## src/rtl/vip_bin_morph_3x3_pkg.sv

```systemverilog
// Shared definitions for the 3x3 binary morphology stage and its helpers.
//   - morph_mode_e : operation select encodings
//   - MORPH_LATENCY: clocks from window input to filtered output
//   - FG_COUNT_W   : width of the per-frame foreground counter
//   - POS_W        : width of the column/row position counters
package vip_bin_morph_3x3_pkg;

  typedef enum logic [1:0] {
    MODE_PASS     = 2'b00,
    MODE_ERODE    = 2'b01,
    MODE_DILATE   = 2'b10,
    MODE_PASS_ALT = 2'b11
  } morph_mode_e;

  localparam int unsigned MORPH_LATENCY = 2;
  localparam int unsigned FG_COUNT_W    = 20;
  localparam int unsigned POS_W         = 10;

endpackage

```

## src/rtl/vip_frame_pos_cnt.sv

```systemverilog
// Column/row position tracker for 3x3 window stages.
// Counts valid windows per line and lines per frame from the delayed sync signals
// and flags windows that sit on the image border.
// Ports:
//   clk, rstn    : pixel clock, asynchronous active-low reset
//   vsync        : frame valid (rising edge starts a frame)
//   href         : line valid (falling edge ends a line)
//   clken        : window valid strobe
//   frame_start  : vsync rising edge seen this cycle
//   border       : current window is on the first/last column or row (or a saturated count)
module vip_frame_pos_cnt
  import vip_bin_morph_3x3_pkg::*;
#(
  parameter logic [POS_W-1:0] IMG_HDISP = 10'd480,
  parameter logic [POS_W-1:0] IMG_VDISP = 10'd272
) (
  input  logic clk,
  input  logic rstn,
  input  logic vsync,
  input  logic href,
  input  logic clken,
  output logic frame_start,
  output logic border
);

  localparam logic [POS_W-1:0] ONE    = POS_W'(1);
  localparam logic [POS_W-1:0] H_LAST = IMG_HDISP - ONE;
  localparam logic [POS_W-1:0] V_LAST = IMG_VDISP - ONE;

  logic             vsync_q;
  logic             href_q;
  logic             href_fall;
  logic [POS_W-1:0] col_q, col_d;
  logic [POS_W-1:0] row_q, row_d;
  logic [POS_W-1:0] row_cur;

  assign frame_start = vsync & ~vsync_q;
  assign href_fall   = href_q & ~href;

  // A window arriving in the same cycle as the vsync rise already belongs to row 0.
  assign row_cur = frame_start ? '0 : row_q;

  assign border = (col_q == '0) | (col_q == H_LAST) | (row_cur == '0) | (row_cur == V_LAST);

  always_comb begin
    col_d = col_q;
    if (href_fall) begin
      col_d = '0;
    end else if (href && clken && (col_q != H_LAST)) begin
      col_d = col_q + ONE;
    end
  end

  // Frame start has priority over the line-end increment.
  always_comb begin
    row_d = row_q;
    if (frame_start) begin
      row_d = '0;
    end else if (href_fall && (row_q != V_LAST)) begin
      row_d = row_q + ONE;
    end
  end

  always_ff @(posedge clk or negedge rstn) begin
    if (!rstn) begin
      // vsync history resets high so a reset released mid-frame is not mistaken for a new
      // frame; the mode stays at pass until a genuine vsync rise.
      vsync_q <= 1'b1;
      href_q  <= 1'b0;
      col_q   <= '0;
      row_q   <= '0;
    end else begin
      vsync_q <= vsync;
      href_q  <= href;
      col_q   <= col_d;
      row_q   <= row_d;
    end
  end

endmodule

```

## src/rtl/vip_bin_morph_3x3.sv

```systemverilog
// 3x3 binary morphology stage: erosion, dilation or pass-through of the window centre,
// with border windows forced to BORDER_VAL. Two-clock latency, one window per clock.
// Optional feature macro: MORPH_FG_COUNT_EN adds a per-frame foreground pixel counter.
// Ports:
//   clk, rstn                    : pixel clock, asynchronous active-low reset
//   mode                         : 00 pass, 01 erode, 10 dilate, 11 pass (latched per frame)
//   matrix_frame_vsync/href/clken: syncs from the matrix generator
//   matrix_p11..matrix_p33       : 3x3 window, p22 is the centre
//   post_frame_vsync/href/clken  : syncs delayed by two clocks
//   post_img_bit                 : filtered pixel
//   fg_count, fg_count_valid     : last frame's foreground count and update pulse
//                                  (MORPH_FG_COUNT_EN only)
module vip_bin_morph_3x3
  import vip_bin_morph_3x3_pkg::*;
#(
  parameter logic [POS_W-1:0] IMG_HDISP  = 10'd480,
  parameter logic [POS_W-1:0] IMG_VDISP  = 10'd272,
  parameter logic             BORDER_VAL = 1'b0
) (
  input  logic       clk,
  input  logic       rstn,
  input  logic [1:0] mode,
  input  logic       matrix_frame_vsync,
  input  logic       matrix_frame_href,
  input  logic       matrix_frame_clken,
  input  logic       matrix_p11,
  input  logic       matrix_p12,
  input  logic       matrix_p13,
  input  logic       matrix_p21,
  input  logic       matrix_p22,
  input  logic       matrix_p23,
  input  logic       matrix_p31,
  input  logic       matrix_p32,
  input  logic       matrix_p33,
  output logic       post_frame_vsync,
  output logic       post_frame_href,
  output logic       post_frame_clken,
  output logic       post_img_bit
`ifdef MORPH_FG_COUNT_EN
  ,
  output logic [FG_COUNT_W-1:0] fg_count,
  output logic                  fg_count_valid
`endif
);

  logic        frame_start;
  logic        border;
  logic [8:0]  window;

  morph_mode_e active_mode_q;
  morph_mode_e s1_mode;
  logic        s1_border, s1_and, s1_or, s1_p22;
  logic        bit_d;

  logic [MORPH_LATENCY-1:0] vs_pipe, hr_pipe, ce_pipe;

  assign window = {matrix_p11, matrix_p12, matrix_p13,
                   matrix_p21, matrix_p22, matrix_p23,
                   matrix_p31, matrix_p32, matrix_p33};

  vip_frame_pos_cnt #(
    .IMG_HDISP (IMG_HDISP),
    .IMG_VDISP (IMG_VDISP)
  ) u_pos_cnt (
    .clk         (clk),
    .rstn        (rstn),
    .vsync       (matrix_frame_vsync),
    .href        (matrix_frame_href),
    .clken       (matrix_frame_clken),
    .frame_start (frame_start),
    .border      (border)
  );

  // Stage 1: reductions, border flag and the mode that applies to this window. The mode
  // travels with the window so trailing windows of the previous frame keep the old mode.
  always_ff @(posedge clk or negedge rstn) begin
    if (!rstn) begin
      active_mode_q <= MODE_PASS;
      s1_mode       <= MODE_PASS;
      s1_border     <= 1'b0;
      s1_and        <= 1'b0;
      s1_or         <= 1'b0;
      s1_p22        <= 1'b0;
    end else begin
      if (frame_start) begin
        active_mode_q <= morph_mode_e'(mode);
      end
      s1_mode   <= frame_start ? morph_mode_e'(mode) : active_mode_q;
      s1_border <= border;
      s1_and    <= &window;
      s1_or     <= |window;
      s1_p22    <= matrix_p22;
    end
  end

  // Stage 2 select: blank outside lines, hold across clken gaps.
  always_comb begin
    bit_d = post_img_bit;
    if (!hr_pipe[0]) begin
      bit_d = 1'b0;
    end else if (ce_pipe[0]) begin
      if (s1_border) begin
        bit_d = BORDER_VAL;
      end else begin
        case (s1_mode)
          MODE_ERODE:  bit_d = s1_and;
          MODE_DILATE: bit_d = s1_or;
          default:     bit_d = s1_p22;
        endcase
      end
    end
  end

  always_ff @(posedge clk or negedge rstn) begin
    if (!rstn) begin
      vs_pipe      <= '0;
      hr_pipe      <= '0;
      ce_pipe      <= '0;
      post_img_bit <= 1'b0;
    end else begin
      vs_pipe      <= {vs_pipe[MORPH_LATENCY-2:0], matrix_frame_vsync};
      hr_pipe      <= {hr_pipe[MORPH_LATENCY-2:0], matrix_frame_href};
      ce_pipe      <= {ce_pipe[MORPH_LATENCY-2:0], matrix_frame_clken};
      post_img_bit <= bit_d;
    end
  end

  assign post_frame_vsync = vs_pipe[MORPH_LATENCY-1];
  assign post_frame_href  = hr_pipe[MORPH_LATENCY-1];
  assign post_frame_clken = ce_pipe[MORPH_LATENCY-1];

`ifdef MORPH_FG_COUNT_EN
  localparam logic [FG_COUNT_W-1:0] FG_ONE = FG_COUNT_W'(1);

  logic                  post_vs_q;
  logic                  vs_fall;
  logic                  fg_inc;
  logic [FG_COUNT_W-1:0] fg_acc_q;
  logic [FG_COUNT_W-1:0] fg_sum;

  assign vs_fall = post_vs_q & ~post_frame_vsync;
  assign fg_inc  = post_frame_href & post_frame_clken & post_img_bit;

  // Saturating sum including this cycle, so a pixel on the vsync-fall cycle is counted.
  always_comb begin
    fg_sum = fg_acc_q;
    if (fg_inc && (fg_acc_q != '1)) begin
      fg_sum = fg_acc_q + FG_ONE;
    end
  end

  always_ff @(posedge clk or negedge rstn) begin
    if (!rstn) begin
      post_vs_q      <= 1'b0;
      fg_acc_q       <= '0;
      fg_count       <= '0;
      fg_count_valid <= 1'b0;
    end else begin
      post_vs_q      <= post_frame_vsync;
      fg_count_valid <= vs_fall;
      if (vs_fall) begin
        fg_count <= fg_sum;
        fg_acc_q <= '0;
      end else begin
        fg_acc_q <= fg_sum;
      end
    end
  end
`endif

endmodule
```

## config.mk

```make
export PLATFORM = sky130hd
export DESIGN_NAME = vip_bin_morph_3x3
export DESIGN_NICKNAME = d
export VERILOG_FILES = /design/src/rtl/vip_bin_morph_3x3_pkg.sv /design/src/rtl/vip_frame_pos_cnt.sv /design/src/rtl/vip_bin_morph_3x3.sv
export SDC_FILE = /design/constraint.sdc
export NUM_CORES = 1
export LEC_CHECK = 0
export ABC_AREA = 0
export CELL_PAD_IN_SITES_DETAIL_PLACEMENT = 1
export CELL_PAD_IN_SITES_GLOBAL_PLACEMENT = 2
export CORE_MARGIN = 5
export CORE_UTILIZATION = 31
export CTS_CLUSTER_SIZE = 25
export DETAILED_ROUTE_END_ITERATION = 6
export PLACE_DENSITY_LB_ADDON = 0.08
export SLEW_MARGIN = 20
export SYNTH_ARGS = -nofsm -noshare
export SYNTH_HDL_FRONTEND = slang
export SYNTH_SLANG_ARGS = --single-unit
```

## constraint.sdc

```tcl
create_clock -name clk -period 1.8 [get_ports clk]
set_input_delay 0.18 -clock clk [delete_from_list [all_inputs] [get_ports clk]]
set_output_delay 0.18 -clock clk [all_outputs]
set_load 0.03 [all_outputs]
```

# == After elaboration in Yosys (flattened, before gate mapping) ==
# Index checks and enable logic that the tools add are counted.
# op_classes
addsub,2
eq_ne,7
muxes,10
n_bitwise,7
n_reduce_logical,9
# op_table
op,count
2-to-1 mux 10 bit,5
"adder 10 x 1 -> 10 bit, second input constant",2
"equality test 10 x 9 -> 1 bit, second input constant",2
zero test 10 bit,2
"!= test 10 x 9 -> 1 bit, second input constant",2
AND reduction 9 bit,1
OR reduction 9 bit,1
nonzero test 2 bit,2
logical AND 1 bit,3
2-to-1 mux 1 bit,3
bitwise OR 1 bit,3
bitwise AND 1 bit,2
"equality test 2 x 1 -> 1 bit, second input constant",1
"equality test 2 bit, second input constant",1
2-to-1 mux 2 bit,1
"!= test 2 x 1 -> 1 bit, second input constant",1
inverter 1 bit,2
one-hot mux 1 bit (2 select lines),1
# totals
regBits,35
inputBits,16
out_inout_bits,4
elab_cells,48

# == Longest topological paths before layout ==
# logic_depth
depth_word,6
mapped_depth,6
depth_no_buf,6

# == Modules after synthesis ==
# A second synthesis with hierarchy kept.
# hier_totals
cells_unflattened,163
hier_area_um2,1702.9
# by_module_without_submodules
module,n_inst,cells_each,area_per_inst_um2
vip_frame_pos_cnt,1,129,1231.2
vip_bin_morph_3x3,1,34,471.7

# == Worst setup path before layout ==
# No wires, ideal clock.
# synth_timing
path_kind,register to register
from,register u_pos_cnt.row_q[4]
to,register u_pos_cnt.row_q[2]
setup_ns,0.120
t_arrival_ns,1.533
setup_slack_ns,0.147
path_stages_with_launch,4
path_buffers,0
period_less_slack_ns,1.653
path_cell_list,dfrtp_1 or4_4 o31a_4 a31o_1
# synth_between
elab_chain_cells,3
# synth_rtl
item,line,rtl
"start, declared",vip_frame_pos_cnt.sv:34,"logic [POS_W-1:0] row_q, row_d;"
"start signal, assigned",vip_frame_pos_cnt.sv:76,row_q <= row_d;
!= test 10 x 9 -> 1 bit,vip_frame_pos_cnt.sv:59,end else if (href_fall && (row_q != V_LAST)) begin
logical AND 1 bit,vip_frame_pos_cnt.sv:59,
nonzero test 2 bit (no source line),-,
# No other way between the ends.
# A chain may end at the register's enable or synchronous reset.

# == Final worst setup path ==
# layout_timing
from,register u_pos_cnt.row_q[7]
to,register u_pos_cnt.row_q[2]
# Same word-level chain as after synthesis.

==> impl_results.md <==
* DRC viols at 0
* CTS hold repair buffers at 0
* Worst EP required at ~2 ns
* RSZ-0062 raised after global routing: false
* # rows at 26
* Final #Nets at 217
* Via count at about 1,400
* # resized after CTS at 0
* Clk slew on worst S/H paths at roughly 0.07 ns
* Worst-Skew Late Latency at approximately 0.28 ns
* Yosys warnings at 0
* GRT overflow at 0
* Synthesis-to-finish area growth at 26.1%
* Via density at 5.12
* Outcome: completed
* HPWL after DPL at 3060 um
* Post-Synthesis Cells at around 170
* Drt pass-1 iters at 4
* Total GRT Usage at approximately an eighth
* Crit-path cells: or4_4 -> o31a_4 -> a31o_1
* CP Capture Type: register
* Fill cells at between 600 and 700
* Vias in the first global route at 1,524
* H-tree Lvls at 2
* Floorplan die height at 83.2 um
* CTS tree: done
* Seq cells post-synth at 34
* Clock power share at approximately 38%
* Slew Limit Fails at 0
* Total of max-cap violations at 0
* Initial antenna violation count at 0
* Clock buffer depth at 2
* Final setup violation count at 0
* Number of diodes at 0
* CTS root buf: clkbuf_8
* PwrDens at just under 900 nW/um2
* CP Launch Type: register
* Number of synthesized flops with an enable pin at 0
* Tcrit/Tclk final at a little under 100%
* Pin count of the biggest net entering global routing at 35
* Die Span X at 83.2 um
* Crit Path Class: reg -> reg
* Placed standard-cell area at slightly below 2000 um2
* Drt wl/cell at about 15 um
* Largest cells by area after synthesis: dfrtp_1 (50%), nand2_1 (3.8%), ha_1 (3.8%)
* Yosys top cell area share at 49.8%
* Post-synth top area cell: dfrtp_1
* Register area share after synthesis at approximately half
* Reg power frac at 47.6%
* Cell Area, Synth at 1660 um2
* Commonest cells post-synth: dfrtp_1 (33), nand2_1 (17), nor2_1 (15)
* Relative slew slack at between 70% and 80%
* Final hold violation count at 0
* Share of post-route cells with drive strength above 1 at 10.2%
* DRT antenna net count at 0
* Core box area at slightly above 5000 um2
* Synth async-reset ratio at between 90% and 100%
* Combinational share of power at ~15%
* Worst Path Arrival at ~1.9 ns
* Clock period minus worst slack at approximately 1.7 ns
* Top delay family on crit path: compound AO/OA/AOI/OAI gates
* Final setup TNS at 0 ns
* Pleak at 0.884 nW
* CTS sink cnt at 34
* First-pass GRT wire length at a little over 7000 um
* Worst-Margin Slew at ~0.45 ns
* Slowest cell on crit path: or4_4
* Internal Power at approximately 1.4 mW
* Switch share at roughly 25%
* TritonCTS Buffers at 5
* Worst path max stage delay at slightly below 0.6 ns
* Die ar. at approximately 6900 um2
* Starting Density at 32.3%
* DR iter-0 viols at 44
* I/O Buffers at 19
* Synthesized Nets at 186
* Top_reg_cell synth: dfrtp_1
* Setup Fix Bufs, Post-CTS at 0
* I/O pins at 20
* Final Skew at 0.00542 ns
* Critical path peak fanout at 7
* Post-synthesis cell type count at 37
* VDD IR max at just under 0.4 mV
* Design Area, Final at about 2100 um2
* Mapped Avg Cell Area at 10.1 um2
* Hold Crit Class: in -> async
* Most common cell in the netlist: dfrtp_1
* Gpl congestion at between 0.8 and 0.9
* F_max at ~580 MHz
* Buf+Inv Stages, Crit Path at 0
* NetSw at 463 uW
* Total Wirelength at 4060 um
metrics by stage:
step / power, mW / instances / setup WS, ns / hold WS [ns] / utilization (%)
2_1_floorplan: 1.03 / 165 / 0.147 / -0.116 / -
3_3_place_gp: 1.15 / 259 / 0.100 / 0.332 / 38.6
3_5_place_dp: 1.16 / 259 / 0.0639 / 0.336 / 38.6
4_1_cts: 1.86 / 267 / 0.0583 / 0.328 / 40.7
5_1_grt: 1.93 / 267 / 0.00352 / 0.344 / 40.7
6_report: 1.83 / 267 / 0.0637 / 0.311 / 40.7
layer usage:
layer  GRT usage, %  part of all wire, %  vias to the layer above
met5              0                    0                        -
met1           15.4                   46                      669
li1               -                    -                      655
met4           5.05                  2.7                        0
met2           21.1                   47                       30
met3           3.86                  3.8                       12
final timing paths:
check                      cells after the start                  to          startpoint  slack (ns)
min reg2reg                                    0          vs_pipe[1]          vs_pipe[0]        0.35
min                                            2  u_pos_cnt.row_q[4]                rstn        0.31
min in group clk                               0          vs_pipe[1]          vs_pipe[0]        0.35
max reg2reg                                    3  u_pos_cnt.row_q[2]  u_pos_cnt.row_q[7]        0.06
max                                            3  u_pos_cnt.row_q[2]  u_pos_cnt.row_q[7]        0.06
max in group asynchronous                      2   u_pos_cnt.vsync_q                rstn        1.14
logic make-up (layout without fill, tap and decap cells):
family	count (synthesis)	in the layout	synth area share, %
simple gates	79	79	24.7
flops	34	34	51.4
compound gates	27	27	11.5
buf+inv	8	40	1.81
xor+xnor	6	6	3.17
mux	6	6	3.70
fa+ha+maj	5	5	3.77
layout by cell type (no fill, tap or decap), types with 2 or more instances in the layout:
cell type,Yosys,final
dfrtp_1,33,33
clkdlybuf4s50_1,0,19
nand2_1,17,17
nor2_1,15,15
nand3_1,11,11
buf_4,0,8
nor3_1,7,7
nand4_1,6,6
a21oi_1,6,6
inv_1,5,5
mux2i_1,5,5
o21ai_0,5,5
o211ai_1,5,5
ha_1,5,5
clkbuf_8,0,5
nor2b_1,4,4
nand2b_1,4,4
and3_1,3,3
nor4_1,3,3
xnor2_1,3,3
xor2_1,3,3
or4_1,2,2
and2_1,2,2
a311oi_1,2,2
a31o_1,2,2
clkbuf_1,3,2
state kept, by name (all words and copies together), names as in the netlist:
register	count
vs_pipe	2
post_img_bit	1
hr_pipe	2
s1_or	1
s1_mode	2
ce_pipe	2
u_pos_cnt.row_q	10
u_pos_cnt.vsync_q	1
s1_border	1
u_pos_cnt.col_q	10
s1_and	1
s1_p22	1
final cells by class:
cell class	count	area, um2	share of cell area (%)
clock buffers	7	76.3	3.65
inverters	5	18.8	0.897
multi-input cells	123	777	37.1
repair buffers	27	250	12.0
clock inverters	1	30.0	1.44
well taps	70	87.6	4.19
flip-flops and latches	34	852	40.7
power by group through the flow:
stage          Clock, mW  Combinational, mW  Sequential (mW)
2_1_floorplan          0              0.147            0.882
3_3_place_gp           0              0.267            0.884
3_5_place_dp           0              0.274            0.886
4_1_cts            0.717              0.276            0.872
5_1_grt            0.740              0.314            0.881
6_report           0.688              0.270            0.872
Power figures use the tool's default switching activity.
